**config.mk**
```make
export PLATFORM = sky130hd
export DESIGN_NAME = tdf_stream_queue
export DESIGN_NICKNAME = d
export VERILOG_FILES = /design/src/rtl/tdf_stream_pkg.sv /design/src/rtl/tdf_queue_mem.sv /design/src/rtl/tdf_stream_queue.sv
export SDC_FILE = /design/constraint.sdc
export NUM_CORES = 1
export LEC_CHECK = 0
export ABC_CLOCK_PERIOD_IN_PS = 3800
export CORE_UTILIZATION = 57
export DETAILED_ROUTE_END_ITERATION = 6
export PLACE_DENSITY = 0.83
export SYNTH_ARGS = -nofsm -noshare
export SYNTH_HDL_FRONTEND = slang
export SYNTH_HIERARCHICAL = 1
export SYNTH_SLANG_ARGS = --single-unit
```
**constraint.sdc**
```tcl
create_clock -name clock -period 3.8 [get_ports clock]
set_input_delay 1.14 -clock clock [delete_from_list [all_inputs] [get_ports clock]]
set_output_delay 1.14 -clock clock [all_outputs]
set_load 0.02 [all_outputs]
```
**src/rtl/tdf_stream_pkg.sv**
```systemverilog
// Shared definitions for the TDF stream queue family.
// Latency: none (types and constant functions only).
// Backpressure: n/a.
package tdf_stream_pkg;

  // Ceiling log2 used to size pointers and the occupancy count.
  // Returns at least 1 so that single-bit fields never collapse to zero width.
  function automatic int clog2(input int n);
    int r;
    r = 0;
    while ((1 << r) < n) r++;
    if (r == 0) r = 1;
    return r;
  endfunction

  // Stored entries are {e, d}: the end-of-stream flag sits just above the data MSB.
  function automatic int eIndex(input int width);
    return width;
  endfunction

  // DEPTH must be at least 2.
  // SLACK must leave at least one free slot before back-pressure rises.
  function automatic bit paramsLegal(input int depth, input int slack);
    return (depth >= 2) && (slack >= 0) && (slack <= depth - 1);
  endfunction

endpackage

```
**src/rtl/tdf_queue_mem.sv**
```systemverilog
// DEPTH x (WIDTH+1) token storage with one write port and one asynchronous read port.
// Latency: a write is visible on the read port the cycle after it is clocked in.
// Backpressure: none here; the caller decides when to write.
module tdf_queue_mem
  import tdf_stream_pkg::*;
#(
  parameter int WIDTH = 16,
  parameter int DEPTH = 4
) (
  input  logic                      clock,
  input  logic                      wrEn,
  input  logic [clog2(DEPTH)-1:0]   wrAddr,
  input  logic [WIDTH:0]            wrData,
  input  logic [clog2(DEPTH)-1:0]   rdAddr,
  output logic [WIDTH:0]            rdData
);

  logic [WIDTH:0] slots [DEPTH];

  // Storage has no reset; occupancy tracking makes stale slots unobservable.
  always_ff @(posedge clock) begin
    if (wrEn) slots[wrAddr] <= wrData;
  end

  assign rdData = slots[rdAddr];

endmodule

```
**src/rtl/tdf_stream_queue.sv**
```systemverilog
// First-word-fall-through token queue between a TDF operator and its consumer.
// Latency: a token pushed in cycle t appears at the head in t+1; there is no bypass path.
// Backpressure: in_b rises at DEPTH-SLACK entries; tokens arriving while full are dropped and flagged.
module tdf_stream_queue
  import tdf_stream_pkg::*;
#(
  parameter int WIDTH = 16,
  parameter int DEPTH = 4,
  parameter int SLACK = 1
) (
  input  logic                        clock,
  input  logic                        reset,
  input  logic [WIDTH-1:0]            in_d,
  input  logic                        in_e,
  input  logic                        in_v,
  output logic                        in_b,
  output logic [WIDTH-1:0]            out_d,
  output logic                        out_e,
  output logic                        out_v,
  input  logic                        out_b,
  output logic [clog2(DEPTH+1)-1:0]   count,
  output logic                        overflow,
  output logic                        eos_seen
);

  localparam int AW = clog2(DEPTH);
  localparam int CW = clog2(DEPTH + 1);
  localparam int E_BIT = eIndex(WIDTH);
  localparam logic [CW-1:0] FULL_COUNT = CW'(DEPTH);
  localparam logic [CW-1:0] BUSY_COUNT = CW'(DEPTH - SLACK);
  localparam logic [AW-1:0] LAST_SLOT = AW'(DEPTH - 1);

  if (!paramsLegal(DEPTH, SLACK)) begin : gBadParams
    $error("tdf_stream_queue: need DEPTH >= 2 and 0 <= SLACK <= DEPTH-1");
  end

  logic [AW-1:0] wrPtr;
  logic [AW-1:0] rdPtr;
  logic [WIDTH:0] headEntry;
  logic          isFull;
  logic          doPop;
  logic          doPush;
  logic          doDrop;

  // A pop frees a slot in the same cycle, so a full queue still accepts a push then.
  always_comb begin
    isFull = (count == FULL_COUNT);
    doPop  = out_v && !out_b;
    doPush = in_v && (!isFull || doPop);
    doDrop = in_v && isFull && !doPop;
  end

  // Pointers wrap explicitly at DEPTH-1 so non-power-of-2 depths work.
  always_ff @(posedge clock or posedge reset) begin
    if (reset) begin
      wrPtr <= '0;
      rdPtr <= '0;
    end else begin
      if (doPush) wrPtr <= (wrPtr == LAST_SLOT) ? '0 : wrPtr + AW'(1);
      if (doPop)  rdPtr <= (rdPtr == LAST_SLOT) ? '0 : rdPtr + AW'(1);
    end
  end

  // Occupancy moves only when exactly one of push/pop happens.
  always_ff @(posedge clock or posedge reset) begin
    if (reset) begin
      count <= '0;
    end else if (doPush && !doPop) begin
      count <= count + CW'(1);
    end else if (doPop && !doPush) begin
      count <= count - CW'(1);
    end
  end

  // Sticky status: lost tokens and end-of-stream delivery.
  always_ff @(posedge clock or posedge reset) begin
    if (reset) begin
      overflow <= 1'b0;
      eos_seen <= 1'b0;
    end else begin
      if (doDrop) overflow <= 1'b1;
      if (doPop && out_e) eos_seen <= 1'b1;
    end
  end

  tdf_queue_mem #(
    .WIDTH (WIDTH),
    .DEPTH (DEPTH)
  ) uMem (
    .clock  (clock),
    .wrEn   (doPush),
    .wrAddr (wrPtr),
    .wrData ({in_e, in_d}),
    .rdAddr (rdPtr),
    .rdData (headEntry)
  );

  // Handshake outputs decode registered state only.
  assign out_v = (count != '0);
  assign in_b  = (count >= BUSY_COUNT);
  assign out_e = headEntry[E_BIT];
  assign out_d = headEntry[WIDTH-1:0];

endmodule

```
After elaboration in Yosys (flattened, before gate mapping)
Memories as Yosys holds them, arrays and structs flattened.
Cells that the tools add are included.
{"block": "totals", "memories": 1, "ram_bits": 68, "latchBits": 0, "inputBits": 21, "regBits": 9, "romBits": 0, "elab_cells": 34, "out_inout_bits": 24}
{"block": "classes", "n_shift": 0, "reduce_logical": 14, "order_cmp": 1, "n_eq_ne": 3, "muxes": 6, "mul": 0, "div": 0, "n_bitwise": 0, "n_addsub": 4}
{"memory": "uMem.slots", "depth": 4, "word_bits": 17, "read_ports": 1, "rd_clocked_by_memory_dff": 0, "write_ports": 1, "line_no": "tdf_queue_mem.sv:18", "source": "logic [WIDTH:0] slots [DEPTH];"}
{"cell": "1-bit logical AND", "n": 7}
{"cell": "3-bit two-way mux", "n": 2}
{"cell": "2-bit by 1-bit adder with 2-bit output, second input constant", "n": 2}
{"cell": "2-bit equality test, second input constant", "n": 2}
{"cell": "1-bit zero test", "n": 4}
{"cell": "2-bit two-way mux", "n": 2}
{"cell": "3-bit by 1-bit adder with 3-bit output, second input constant", "n": 1}
{"cell": "3-bit equality test, second input constant", "n": 1}
{"cell": "3-bit by 2-bit >= comparator with 1-bit output, second input constant", "n": 1}
{"cell": "3-bit nonzero test", "n": 1}
{"cell": "3-bit by 1-bit subtractor with 3-bit output, second input constant", "n": 1}
{"cell": "1-bit two-way mux", "n": 2}
{"cell": "2-bit nonzero test", "n": 1}
{"cell": "1-bit logical OR", "n": 1}

Logic depth before layout (Yosys ltp)
Gate-level depths: netlist of the first run.
{"block": "depth", "depth_word": 8, "mapped_depth": 9, "mapped_depth_nobuf": 9}

Modules after synthesis
Netlist of the first run, hierarchy kept.
{"mod": "tdf_queue_mem", "area_each_um2": 2523.7, "seq_area_each_um2": 2042.0, "n_inst": 1, "cells_each": 93}
{"mod": "tdf_stream_queue", "area_each_um2": 467.9, "seq_area_each_um2": 225.2, "n_inst": 1, "cells_each": 36}

Least setup slack after synthesis of the first run
OpenSTA, ideal clock, no wires.
{"block": "synth_path", "path_kind": "input to register", "start": "input port out_b", "end": "memory uMem/slots[0][0] (netlist name), enable pin", "setup_time_ns": 0.416, "cell_stages": 4, "path_buffers": 0, "setup_slack_ns": 0.649, "t_arrival_ns": 2.735, "t_required_ns": 3.384, "path_cell_list": "nand2_1 -> o31ai_1 -> inv_1 -> nor3b_1"}
{"block": "synth_via", "elab_chain_len": 6}
{"element": "start, declared", "line_no": "tdf_stream_queue.sv:20", "source": "input logic out_b,"}
{"element": "1-bit zero test", "line_no": "tdf_stream_queue.sv:48", "source": "doPop = out_v && !out_b;"}
{"element": "1-bit logical AND", "line_no": "tdf_stream_queue.sv:48"}
{"element": "1-bit logical OR", "line_no": "tdf_stream_queue.sv:49", "source": "doPush = in_v && (!isFull || doPop);"}
{"element": "1-bit logical AND", "line_no": "tdf_stream_queue.sv:49"}
{"element": "via doPush", "line_no": "tdf_stream_queue.sv:42", "source": "logic doPush;"}
{"element": "1-bit two-way mux", "line_no": "tdf_queue_mem.sv:22", "source": "if (wrEn) slots[wrAddr] <= wrData;"}
{"element": "1-bit two-way mux (not written as such)", "line_no": "tdf_queue_mem.sv:22"}
{"element": "end, declared", "line_no": "tdf_queue_mem.sv:18"}
The timed path passes the listed nets, and every way through them passes these cells.

Worst setup path in the final report of the first run
{"block": "layout_path", "start": "register rdPtr[0]", "end": "output port out_d[1]"}
{"block": "layout_via", "elab_chain_len": 1}
{"element": "start, declared", "line_no": "tdf_stream_queue.sv:38", "source": "logic [AW-1:0] rdPtr;"}
{"element": "start signal, assigned", "line_no": "tdf_stream_queue.sv:60", "source": "if (doPop) rdPtr <= (rdPtr == LAST_SLOT) ? '0 : rdPtr + AW'(1);"}
{"element": "memory read 4 x 17 bit"}
{"element": "end, declared", "line_no": "tdf_stream_queue.sv:17", "source": "output logic [WIDTH-1:0] out_d,"}
No other way between the ends.

==> flow_metrics.tcl, run 1 <==
set metrics [dict create \
    status "completed" \
    dr.pass1.iters 4 \
    yosysMostFrequentCell "edfxtp_1" \
    drive_gt1_share_pct 19.5 \
    ioPinCount 45 \
    dieWidth_um 74.4 \
    vias_per_cell 5.51 \
    relSlewSlack_pct 37.1 \
    cts_buffers 9 \
    maxCapViolations 0 \
    synth_top_cell_by_area "edfxtp_1" \
    postCtsSetupBuffers 0 \
    synth-edff-count 68 \
    areaGrowthSynthToFinish_pct 22.0 \
    holdCritPathClass "reg2reg" \
    ys_top_cells_by_area "edfxtp_1 68%, dfrtp_1 7.5%, mux4_2 7.5%" \
    routabilityCongestion 0.800 \
    synth.top_cell.area_share_pct 68.3 \
    cts_tree "yes" \
    slew_viol_final 0 \
    rsz0062_at_grt "no" \
    setup_viol 0 \
    dp_hpwl_um 3120 \
    cts_buffer_depth 2 \
    power_density_nw_per_um2 766 \
    fin_nets 208 \
    postSynthAreaPerCell_um2 23.2 \
    grt_pass1_wl_um 7380 \
    grt_overflow 0 \
    routed_wl_um 4760 \
    synth_async_sr_flop_share_pct 11.7 \
    grt_antenna_before_repair 0 \
    grt_max_degree 20 \
    insertion_delay_ns 0.33 \
    cp_data_arrival_time_ns 2.29 \
    ir_worst_vdd_v 0.000456 \
    hold_slack_ns 0.471 \
    fillCellCount 328 \
    grtUsageMet2_pct 32.4 \
    cp_max_fo 9 \
    endpoint_kind "output pin" \
    reg2reg_depth 6 \
    start_kind "flip-flop" \
    dieArea_um2 5540 \
    gr-max-usage-layer "met2" \
    cts_root_buf "clkbuf_8" \
    fin_skew_ns 0.00311 \
    cts_resized 0 \
    post_dp_cell_area_um2 3510 \
    io_buffers 44 \
    via_count 1406 \
    worst_slew_pin_slew_ns 0.943 \
    leakagePower_nw 1.28 \
    hold_viol 0 \
    finalCriticalPeriod_ns 3.43 \
    synth_flop_cell "edfxtp_1" \
    tns_ns 0 \
    clkSinkCount 77 \
    initial_core_util_pct 58.9 \
    synth_area_um2 2990 \
    drtIter0Drc 98 \
    stdcell_area_um2 3650 \
    p_total_w 0.00279 \
    grt_pass1_vias 1460 \
    core_um2 5070 \
    yosysSeqAreaShare_pct 75.8 \
    utilization_pct 71.9 \
    synth_fp_nets 154 \
    fin_crit_sh_pct 90.3 \
    worstPathRequired_ns 2.66 \
    n_antenna_cell 0 \
    final_antenna_net_count 0 \
    remaining_drc_errors 0 \
    ys_seq_elements 77 \
    critPathKind "reg2out" \
    netlist_top_cells_count "68 x edfxtp_1, 10 x mux4_2, 9 x dfrtp_1, 7 x mux4_1" \
    whs_path_depth 1 \
    die_h_um 74.4 \
    wl_per_cell_um 18.7 \
    hold_buffers 0 \
    syn-instance-count 129 \
    synthDistinctLibCells 24 \
    grt.total_usage_pct 19.7 \
    h-tree-depth 3 \
    row_count 26 \
    yosysWarnings 6 \
    clkTransAtPathRegs_ns 0.06 \
    groute.layer.met1.usage_pct 24.4 \
    use_met3_pct 4.88 \
    clock.fmax_ghz 0.291 \
]
==> power breakdown <==
group	total, W	internal (W)	switching [W]
clock network	0.000471	0.000220	0.000251
logic	0.00106	0.000574	0.000486
registers	0.00126	0.00112	0.000137
==> area by class of cell <==
cell class	instances	area (µm²)	area share [%]
clock inverters	4	18.8	0.514
inverters	4	15.0	0.412
clock buffers	9	124	3.40
repair buffers	47	463	12.7
multi-input cells	44	673	18.4
well taps	70	87.6	2.40
flip-flops and latches	77	2270	62.1
==> per-stage QoR <==
stage	setup WS, ns	instances
finish	0.368	255
CTS	0.330	255
global placement	0.460	242
detailed placement	0.334	242
floorplan	0.649	129
global route	0.277	255
==> metal layers <==
metal	part of all wire [%]	wire length, µm
met1	42	2010
met2	52	2490
met5	0	0
met3	3.9	186
met4	1.7	81
==> sequential cells by signal, summed over array words and instances, names as in the netlist <==
register	flops
rdPtr	2
uMem/slots	68
eos_seen	1
overflow	1
count	3
wrPtr	2
==> cells by family after synthesis <==
logic type               after synthesis  synth area share (%)
adder cells (fa/ha/maj)                4                  1.92
flip-flops                            77                  75.8
multiplexers                          22                  15.8
AND/OR/NAND/NOR                       11                  2.51
buffers and inverters                  8                  1.88
XOR/XNOR                               3                 0.878
AO/OA/AOI/OAI                          4                  1.21
==> worst max-delay path: stages, from the launching register on <==
cell             delay, ns
dfrtp_1               0.56
buf_4                 0.28
mux4_1                0.57
clkdlybuf4s50_1       0.55
==> worst paths after layout <==
path                                 startpoint                   end  slack [ns]
min in group asynchronous                 reset  overflow$_DFFE_PP0P_        1.09
setup / recovery           rdPtr[0]$_DFFE_PP0N_              out_d[1]        0.37
hold reg to reg            eos_seen$_DFFE_PP0P_  eos_seen$_DFFE_PP0P_        0.47
max in group asynchronous                 reset  eos_seen$_DFFE_PP0P_        2.43
hold / removal             eos_seen$_DFFE_PP0P_  eos_seen$_DFFE_PP0P_        0.47
setup reg to reg           count[1]$_DFFE_PP0P_  count[1]$_DFFE_PP0P_        1.56
==> placed cells by master (no fill, tap or decap), types with 2 or more instances in the layout <==
cell | Yosys | layout
edfxtp_1 | 68 | 68
clkbuf_8 | 0 | 9
dfrtp_1 | 9 | 9
inv_1 | 4 | 4
a21o_2 | 2 | 2
mux2_2 | 3 | 3
mux4_2 | 10 | 10
and3b_1 | 2 | 2
mux2_4 | 2 | 2
clkinv_2 | 0 | 3
nor2_1 | 4 | 4
xor2_1 | 2 | 2
mux4_1 | 7 | 7
ha_1 | 3 | 3
buf_4 | 0 | 3
clkdlybuf4s50_1 | 0 | 44
No activity file was read; power rests on OpenSTA's default activity.
==> inputs of run 2 (changes only) <==
Settings changed: MAX_ROUTING_LAYER set to met4.
==> run 2 against run 1 <==
Net effect:
- fmax about the same
- final cell count unchanged
- sequential power about the same
- clock skew is essentially flat
- total power barely moved
- register-to-register slack is essentially flat
- worst hold slack hardly changed
- non-clock buffer count unchanged
- setup slack about the same
- critical path depth stayed put
- final area stayed put
- critical path type unchanged
- die area did not move
==> flow_metrics.tcl, run 2 (synthesized netlist as in run 1, its figures left out) <==
set metrics [dict create \
    dr.pass1.iters 4 \
    grt.total_usage_pct 20.3 \
    power_density_nw_per_um2 766 \
    grt_pass1_vias 1464 \
    multi_input_area_um2 673 \
    hold_buffers 0 \
    cts_root_buf "clkbuf_8" \
    r2r-end "count[1]$_DFFE_PP0P_" \
    remaining_drc_errors 0 \
    drtIter0Drc 102 \
    clkTransAtPathRegs_ns 0.06 \
    setup_viol 0 \
    final_common_cell "edfxtp_1" \
    hold_viol 0 \
    cp_max_fo 9 \
    dieArea_um2 5540 \
    seqCellArea_um2 2270 \
    routed_wl_um 4770 \
    insertion_delay_ns 0.33 \
    h-tree-depth 3 \
    n_antenna_cell 0 \
    critPathKind "reg2out" \
    r2r-start "count[1]$_DFFE_PP0P_" \
    clock.fmax_ghz 0.291 \
    largest_reg_flops 68 \
    postCtsSetupBuffers 0 \
    core_um2 5070 \
    row_count 26 \
    regMostFlops "uMem/slots" \
    io_buffers 44 \
    grt_antenna_before_repair 0 \
    final_antenna_net_count 0 \
    wl_per_cell_um 18.7 \
    grt_pass1_wl_um 7370 \
    via_count 1402 \
    worstPathRequired_ns 2.66 \
    endpoint_kind "output pin" \
    initial_core_util_pct 58.9 \
    drive_gt1_share_pct 19.5 \
    hold_end "eos_seen$_DFFE_PP0P_" \
    whs_path_depth 1 \
    fin_nets 208 \
    tns_ns 0 \
    rrSetupSlack_ns 1.56 \
    hold_slack_ns 0.470 \
    largestRegisters "uMem/slots x68, count x3" \
    cp_data_arrival_time_ns 2.29 \
    fin_crit_sh_pct 90.3 \
    grt_max_degree 20 \
    maxCapViolations 0 \
    reg2reg_depth 6 \
    cts_tree "yes" \
    fin_skew_ns 0.00314 \
    grt_overflow 0 \
    die_h_um 74.4 \
    worst_slew_pin_slew_ns 0.942 \
    rsz0062_at_grt "no" \
    routabilityCongestion 0.811 \
    slew_viol_final 0 \
    ir_worst_vdd_v 0.000456 \
    dp_hpwl_um 3120 \
    fillCellCount 328 \
    clkSinkCount 77 \
    dieWidth_um 74.4 \
    cts_buffers 9 \
    ioPinCount 45 \
    finalCriticalPeriod_ns 3.43 \
    vias_per_cell 5.50 \
    final_cell_mix "68 x edfxtp_1, 44 x clkdlybuf4s50_1, 10 x mux4_2, 9 x clkbuf_8, 9 x dfrtp_1" \
    cts_resized 0 \
    start_kind "flip-flop" \
    cts_buffer_depth 2 \
    status "completed" \
    areaGrowthSynthToFinish_pct 22.0 \
    holdCritPathClass "reg2reg" \
    leakagePower_nw 1.28 \
    relSlewSlack_pct 37.2 \
    min_from "eos_seen$_DFFE_PP0P_" \
]
-- run 2: cell counts in the layout (fill, tap and decap cells not counted) --
Identical to the previous run, type by type.
-- run 2: cell type report --
class                   instances  share of cell area (%)
multi-input cells              44                    18.4
inverters                       4                   0.412
clock buffers                   9                    3.40
clock inverters                 4                   0.514
flip-flops and latches         77                    62.1
well taps                      70                    2.40
repair buffers                 47                    12.7
-- run 2: power by group --
| part | leakage, nW | switching [W] | internal, W |
|---|---|---|---|
| clock network | 0.0780 | 0.000251 | 0.000220 |
| logic | 0.473 | 0.000487 | 0.000574 |
| registers | 0.725 | 0.000138 | 0.00112 |
-- run 2: worst max path at each step --
stage,end,cells after the start,start
final,out_d[1],3,rdPtr[0]$_DFFE_PP0N_
after global routing,out_d[4],3,rdPtr[0]$_DFFE_PP0N_
after global placement,count[1]$_DFFE_PP0P_,8,out_b
after CTS,out_d[1],3,rdPtr[0]$_DFFE_PP0N_
after detailed placement,count[1]$_DFFE_PP0P_,8,out_b
after floorplan,uMem/slots[0][0]$_DFFE_PP_,4,out_b
-- run 2: through the flow --
| step | std cells | power, W | instance area, µm² | util (%) | setup WS, ns |
|---|---|---|---|---|---|
| floorplan | 129 | 0.00192 | 2990 | - | 0.649 |
| global placement | 242 | 0.00230 | 3510 | 69.1 | 0.460 |
| detailed placement | 242 | 0.00236 | 3510 | 69.1 | 0.334 |
| CTS | 255 | 0.00283 | 3650 | 71.9 | 0.330 |
| global route | 255 | 0.00294 | 3650 | 71.9 | 0.277 |
| finish | 255 | 0.00279 | 3650 | 71.9 | 0.368 |
-- run 2: routing by layer --
metal | track usage (%) | up-vias | share of wire [%]
met5 | - | - | 0
met4 | 10.1 | 0 | 1.6
met3 | 4.61 | 10 | 3.8
met2 | 32.4 | 43 | 52
met1 | 24.6 | 709 | 42
li1 | - | 640 | -
-- run 2: critical path: stages (launching register included) --
cell and delay [ns]:
dfrtp_1 0.56, buf_4 0.28, mux4_1 0.57, clkdlybuf4s50_1 0.55
==> variant 1: new RTL, settings of run 2 <==
`DEPTH` is set to 4 in 2 places; all go to 8.
--- a/src/rtl/tdf_queue_mem.sv
+++ b/src/rtl/tdf_queue_mem.sv
@@ -5,7 +5,7 @@
   import tdf_stream_pkg::*;
 #(
   parameter int WIDTH = 16,
-  parameter int DEPTH = 4
+  parameter int DEPTH = 8
 ) (
   input  logic                      clock,
   input  logic                      wrEn,
--- a/src/rtl/tdf_stream_queue.sv
+++ b/src/rtl/tdf_stream_queue.sv
@@ -5,7 +5,7 @@
   import tdf_stream_pkg::*;
 #(
   parameter int WIDTH = 16,
-  parameter int DEPTH = 4,
+  parameter int DEPTH = 8,
   parameter int SLACK = 1
 ) (
   input  logic                        clock,
Ports: changed (resized count); port bits go from 45 to 46. No check against the original RTL was run, so the function may have changed too.
==> variant 1 against run 2 <==
Clock skew is 0.0025 ns higher; setup slack worse by 0.26 ns; sequential cell count is 71 higher; design area is 100% higher; routed wire length is 130% higher; register-to-register slack worse by 0.38 ns; clock power grew to 3.2 times the old value; area after synthesis is 100% higher; global-route usage is 2.6 points higher; total power is 110% higher; combinational power is 95% higher; critical path type unchanged; largest power group unchanged; highest routed layer unchanged.
==> variant 1: results (changes against run 2) <==
Status
The run finished with clean final reports.

Critical path
The largest fanout on the critical path was 22 (+13). The data arrival at the endpoint of the critical path was 2.55 ns (+0.26 ns).

Placement
The placer's final routability congestion estimate came to 0.7405 (-8.7%). The number of instances in the placed design is 463 (+91%). The number of input and output port buffers inserted is 45 (+2.3%).

STA
The max-slew headroom at the worst pin is 68.86% (+32 points).

Global route
The global-route wire length before repair is 16880 um (+130%). The met1 routing resource usage after global routing is 29.74% (+5.2 points). The via count of the first global-routing pass is 2965 (+100%).

Pwr
The power dissipated by switching net loads is 1.759 mW (+100%). The highest ir drop seen on vdd is 0.0005111 V (+12%). The combinational cell power came to 2.07 mW (+95%).

Clock tree
The clock latency on the worst-skew pair is 0.52 ns (+0.19 ns). The number of clock sinks seen by CTS was 148 (+92%). The H-tree depth reported by CTS is 4 (+1).

Synth
The register area share after synthesis is 73.23% (-2.6 points). The mean cell area of the mapped netlist was 22.09 sq um (-4.7%). The number of enable flip-flop cells after synthesis is 136 (+100%). The xor-xnor portion of the synthesized cell area is 0.2926% (-0.59 points).

Finish
The number of logic inverters in the finished layout came to 6 (+2). The number of clock buffers in the layout is 21 (+12). The final net count was 375 (+80%). The total area of multi-input combinational cells came to 1516 sq um (+130%). The layout buffer count excluding clock buffers is 67 (+43%).

The fraction of area in clock buffers and inverters is 7.388% (+3.5 points). The layout cell share with drive strength beyond 1 was 24.86% (+5.4 points).

Routing
The wire length per cell was 22.31 um (+19%).
==> variant 1: cell count changes in the layout (fill, tap and decap cells not counted), sizes merged, moves of 3 or more <==
cell	run 2	this run
nand2b	0	3
edfxtp	68	136
mux4	17	34
buf	3	22
nor3	0	3
dfrtp	9	12
mux2	5	23
nor2	4	9
ha	3	7
clkbuf	9	21
==> variant 1: logic make-up after synthesis <==
kind of cell,count (synthesis)
adder cells (fa/ha/maj),8
XOR/XNOR,2
multiplexers,58
flip-flops,148
AO/OA/AOI/OAI,11
buffers and inverters,17
AND/OR/NAND/NOR,27
==> variant 1: worst max-delay path, stage by stage (launching register included) <==
cell and delay (ns):
dfrtp_2 0.40, buf_12 0.20, mux4_1 0.58, mux2_2 0.31
clkdlybuf4s50_1 0.54
==> variant 1: path summary, 6_finish.rpt <==
kind                                      startpoint              endpoint  depth (start not counted)
worst min register to register  eos_seen$_DFFE_PP0P_  eos_seen$_DFFE_PP0P_                          1
min in group asynchronous                      reset  wrPtr[0]$_DFFE_PP0P_                          2
worst max-delay path            rdPtr[0]$_DFFE_PP0N_              out_d[2]                          4
worst max register to register  count[3]$_DFFE_PP0P_  count[3]$_DFFE_PP0P_                          9
max in group asynchronous                      reset  rdPtr[0]$_DFFE_PP0N_                          2
worst min-delay path            eos_seen$_DFFE_PP0P_  eos_seen$_DFFE_PP0P_                          1
==> variant 1: stage by stage <==
stage	util (%)	power [mW]	hold slack, ns
3_3_place_gp	65.83	4.268	0.4481
2_1_floorplan	-	3.552	0.4969
5_1_grt	71.35	6.112	0.4984
6_report	71.35	5.851	0.4731
3_5_place_dp	65.83	4.326	0.4477
4_1_cts	71.21	5.900	0.4653
==> variant 1: timing repair <==
action                                  CTS  global route
gates cloned                              0             0
gates resized for setup                   3             4
endpoints found under the setup margin   10             4
pin swaps                                 0             0
==> variant 2: new RTL, settings of run 2 <==
Made on the original files. Put a register stage on the outputs `in_b` and `out_d`, with the module's reset. The values now appear one clock later. The other outputs are not delayed to match.
--- a/src/rtl/tdf_stream_queue.sv
+++ b/src/rtl/tdf_stream_queue.sv
@@ -97,9 +97,16 @@
 
   // Handshake outputs decode registered state only.
   assign out_v = (count != '0);
-  assign in_b  = (count >= BUSY_COUNT);
   assign out_e = headEntry[E_BIT];
-  assign out_d = headEntry[WIDTH-1:0];
+  always_ff @(posedge clock or posedge reset) begin
+    if (reset) begin
+      in_b  <= '0;
+      out_d <= '0;
+    end else begin
+      in_b  <= (count >= BUSY_COUNT);
+      out_d <= headEntry[WIDTH-1:0];
+    end
+  end
 
 endmodule
 
Function: changed (a bounded check fails within 4 cycles, from zero or initial values and one cycle with reset high).
==> variant 2 against run 2 <==
Critical path type is now input port to flip-flop; sequential cell count is 17 higher; total power is 14% higher; setup slack better by 0.27 ns; routed wire length is 11% higher; critical path depth is 5 higher; sequential share of layout area is 3.0 points higher; design area is 13% higher; area after synthesis is 14% higher.
==> variant 2: results (changes against run 2) <==
Status
The run finished with clean final reports.

Synth
Yosys attributes the largest share of cell area to edfxtp_1 (60%), dfrtp_1 (19%), mux4_2 (6.6%), mux4_1 (5.4%), ha_1 (1.1%). By count the netlist is led by edfxtp_1 (68), dfrtp_1 (26), mux4_2 (10), mux4_1 (7). The register area share after synthesis is 78.80% (+3.0 points).

The share of flip-flops with an asynchronous set or reset is 27.66% (+16 points). The number of enable flip-flop cells after synthesis was 68 (unchanged).

Placement
The number of instances in the placed design is 261 (+7.9%). The worst-case setup slack after placement is 0.3001 ns (-0.03394 ns). The standard cell area after detailed placement is 3934 sq um (+12%).

The placer's final routability congestion estimate came to 0.7029 (-13%). The detailed-placement wirelength estimate is 3298 um (+5.8%).

Global route
The met1 routing resource usage after global routing came to 23.85% (-0.74 points). The routing usage on met3 is 4.800% (+0.19 points). The via count of the first global-routing pass is 1623 (+11%). The global-route wire length before repair came to 8438 um (+15%). The met2 track utilization from global routing is 33.25% (+0.82 points). The aggregate global-route resource usage came to 20.35% (about the same).

Clock tree
The clock-pin slew reported for the worst setup and hold paths after clock tree synthesis is 0.08 ns (+0.02 ns).

Critical path
The data arrival at the endpoint of the critical path is 3.39 ns (+1.10 ns). The classification of the worst setup path is input port to flip-flop. The largest fanout on the critical path is 5 (-4). The register-to-register path setup slack is 1.51 ns (-0.05 ns). The longest individual stage delay on the worst path came to 0.55 ns (-0.02 ns).

The source of the critical timing path is out_b. Among all stages on the critical path, the largest delay is contributed by clkdlybuf4s50_1. The worst register-to-register path begins at count[0]$_DFFE_PP0P_.

Routing
The number of violations reported at the end of detailed-routing iteration 0 is 119 (+17%). The total length of routed met2 wires was 2890 um (+16%). The met1 layer wirelength in the final routing is 2039 um (+0.99%).

The via-per-instance ratio is 5.531 (+0.59%). The wire length per cell is 19.11 um (+2.2%). The total length of routed met3 wires was 256 um (+42%).

Hold path
The hold path startpoint is overflow$_DFFE_PP0P_. The capture endpoint of the worst hold path is overflow$_DFFE_PP0P_.

Finish
The number of fill cells in the layout is 310 (-5.5%). In the final layout, the registers with the most flip-flops are uMem/slots (68), out_d (16), count (3). The final cell count without fillers came to 277 (+8.6%). The layout cell share with drive strength beyond 1 came to 18.54% (-0.92 points).

Pwr
The cell internal power dissipation is 2.268 mW (+18%). The leakage dissipation is 1.494 nW (+17%).

STA
The max-slew headroom at the worst pin is 33.83% (-3.4 points). The worst-case hold slack is 0.4784 ns (+0.007876 ns). The part of the cycle the worst path needs is 83.26% (-7.1 points).

The worst clock skew is 0.006791 ns (+0.003647 ns).
[variant 2: changes by cell type after synthesis, sizes merged]
cell          run 2  this run
dfrtp             9        26
[variant 2: cells by family (layout without fill, tap and decap cells)]
group,Yosys count,after routing,synth area share (%)
xor+xnor,3,3,0.7691
fa+ha+maj,4,4,1.685
simple gates,11,11,2.197
buf+inv,8,67,1.648
flops,94,94,78.80
mux,22,22,13.84
compound gates,4,4,1.062
[variant 2: area by class of cell]
type	count	area share, %
Clock inverter	3	1.029
Inverter	4	0.3631
Tap cell	72	2.179
Multi-Input combinational cell	44	16.28
Timing Repair Buffer	47	11.20
Sequential cell	94	65.11
Clock buffer	13	3.843
[variant 2: power groups by stage]
stage                     Combinational [mW]  Sequential, mW  Clock (mW)
after global placement                  1.02            1.51           0
after detailed placement                1.05            1.54           0
after global routing                    1.11            1.55       0.701
after CTS                               1.06            1.52       0.664
final                                   1.03            1.52       0.647
after floorplan                        0.520            1.66           0
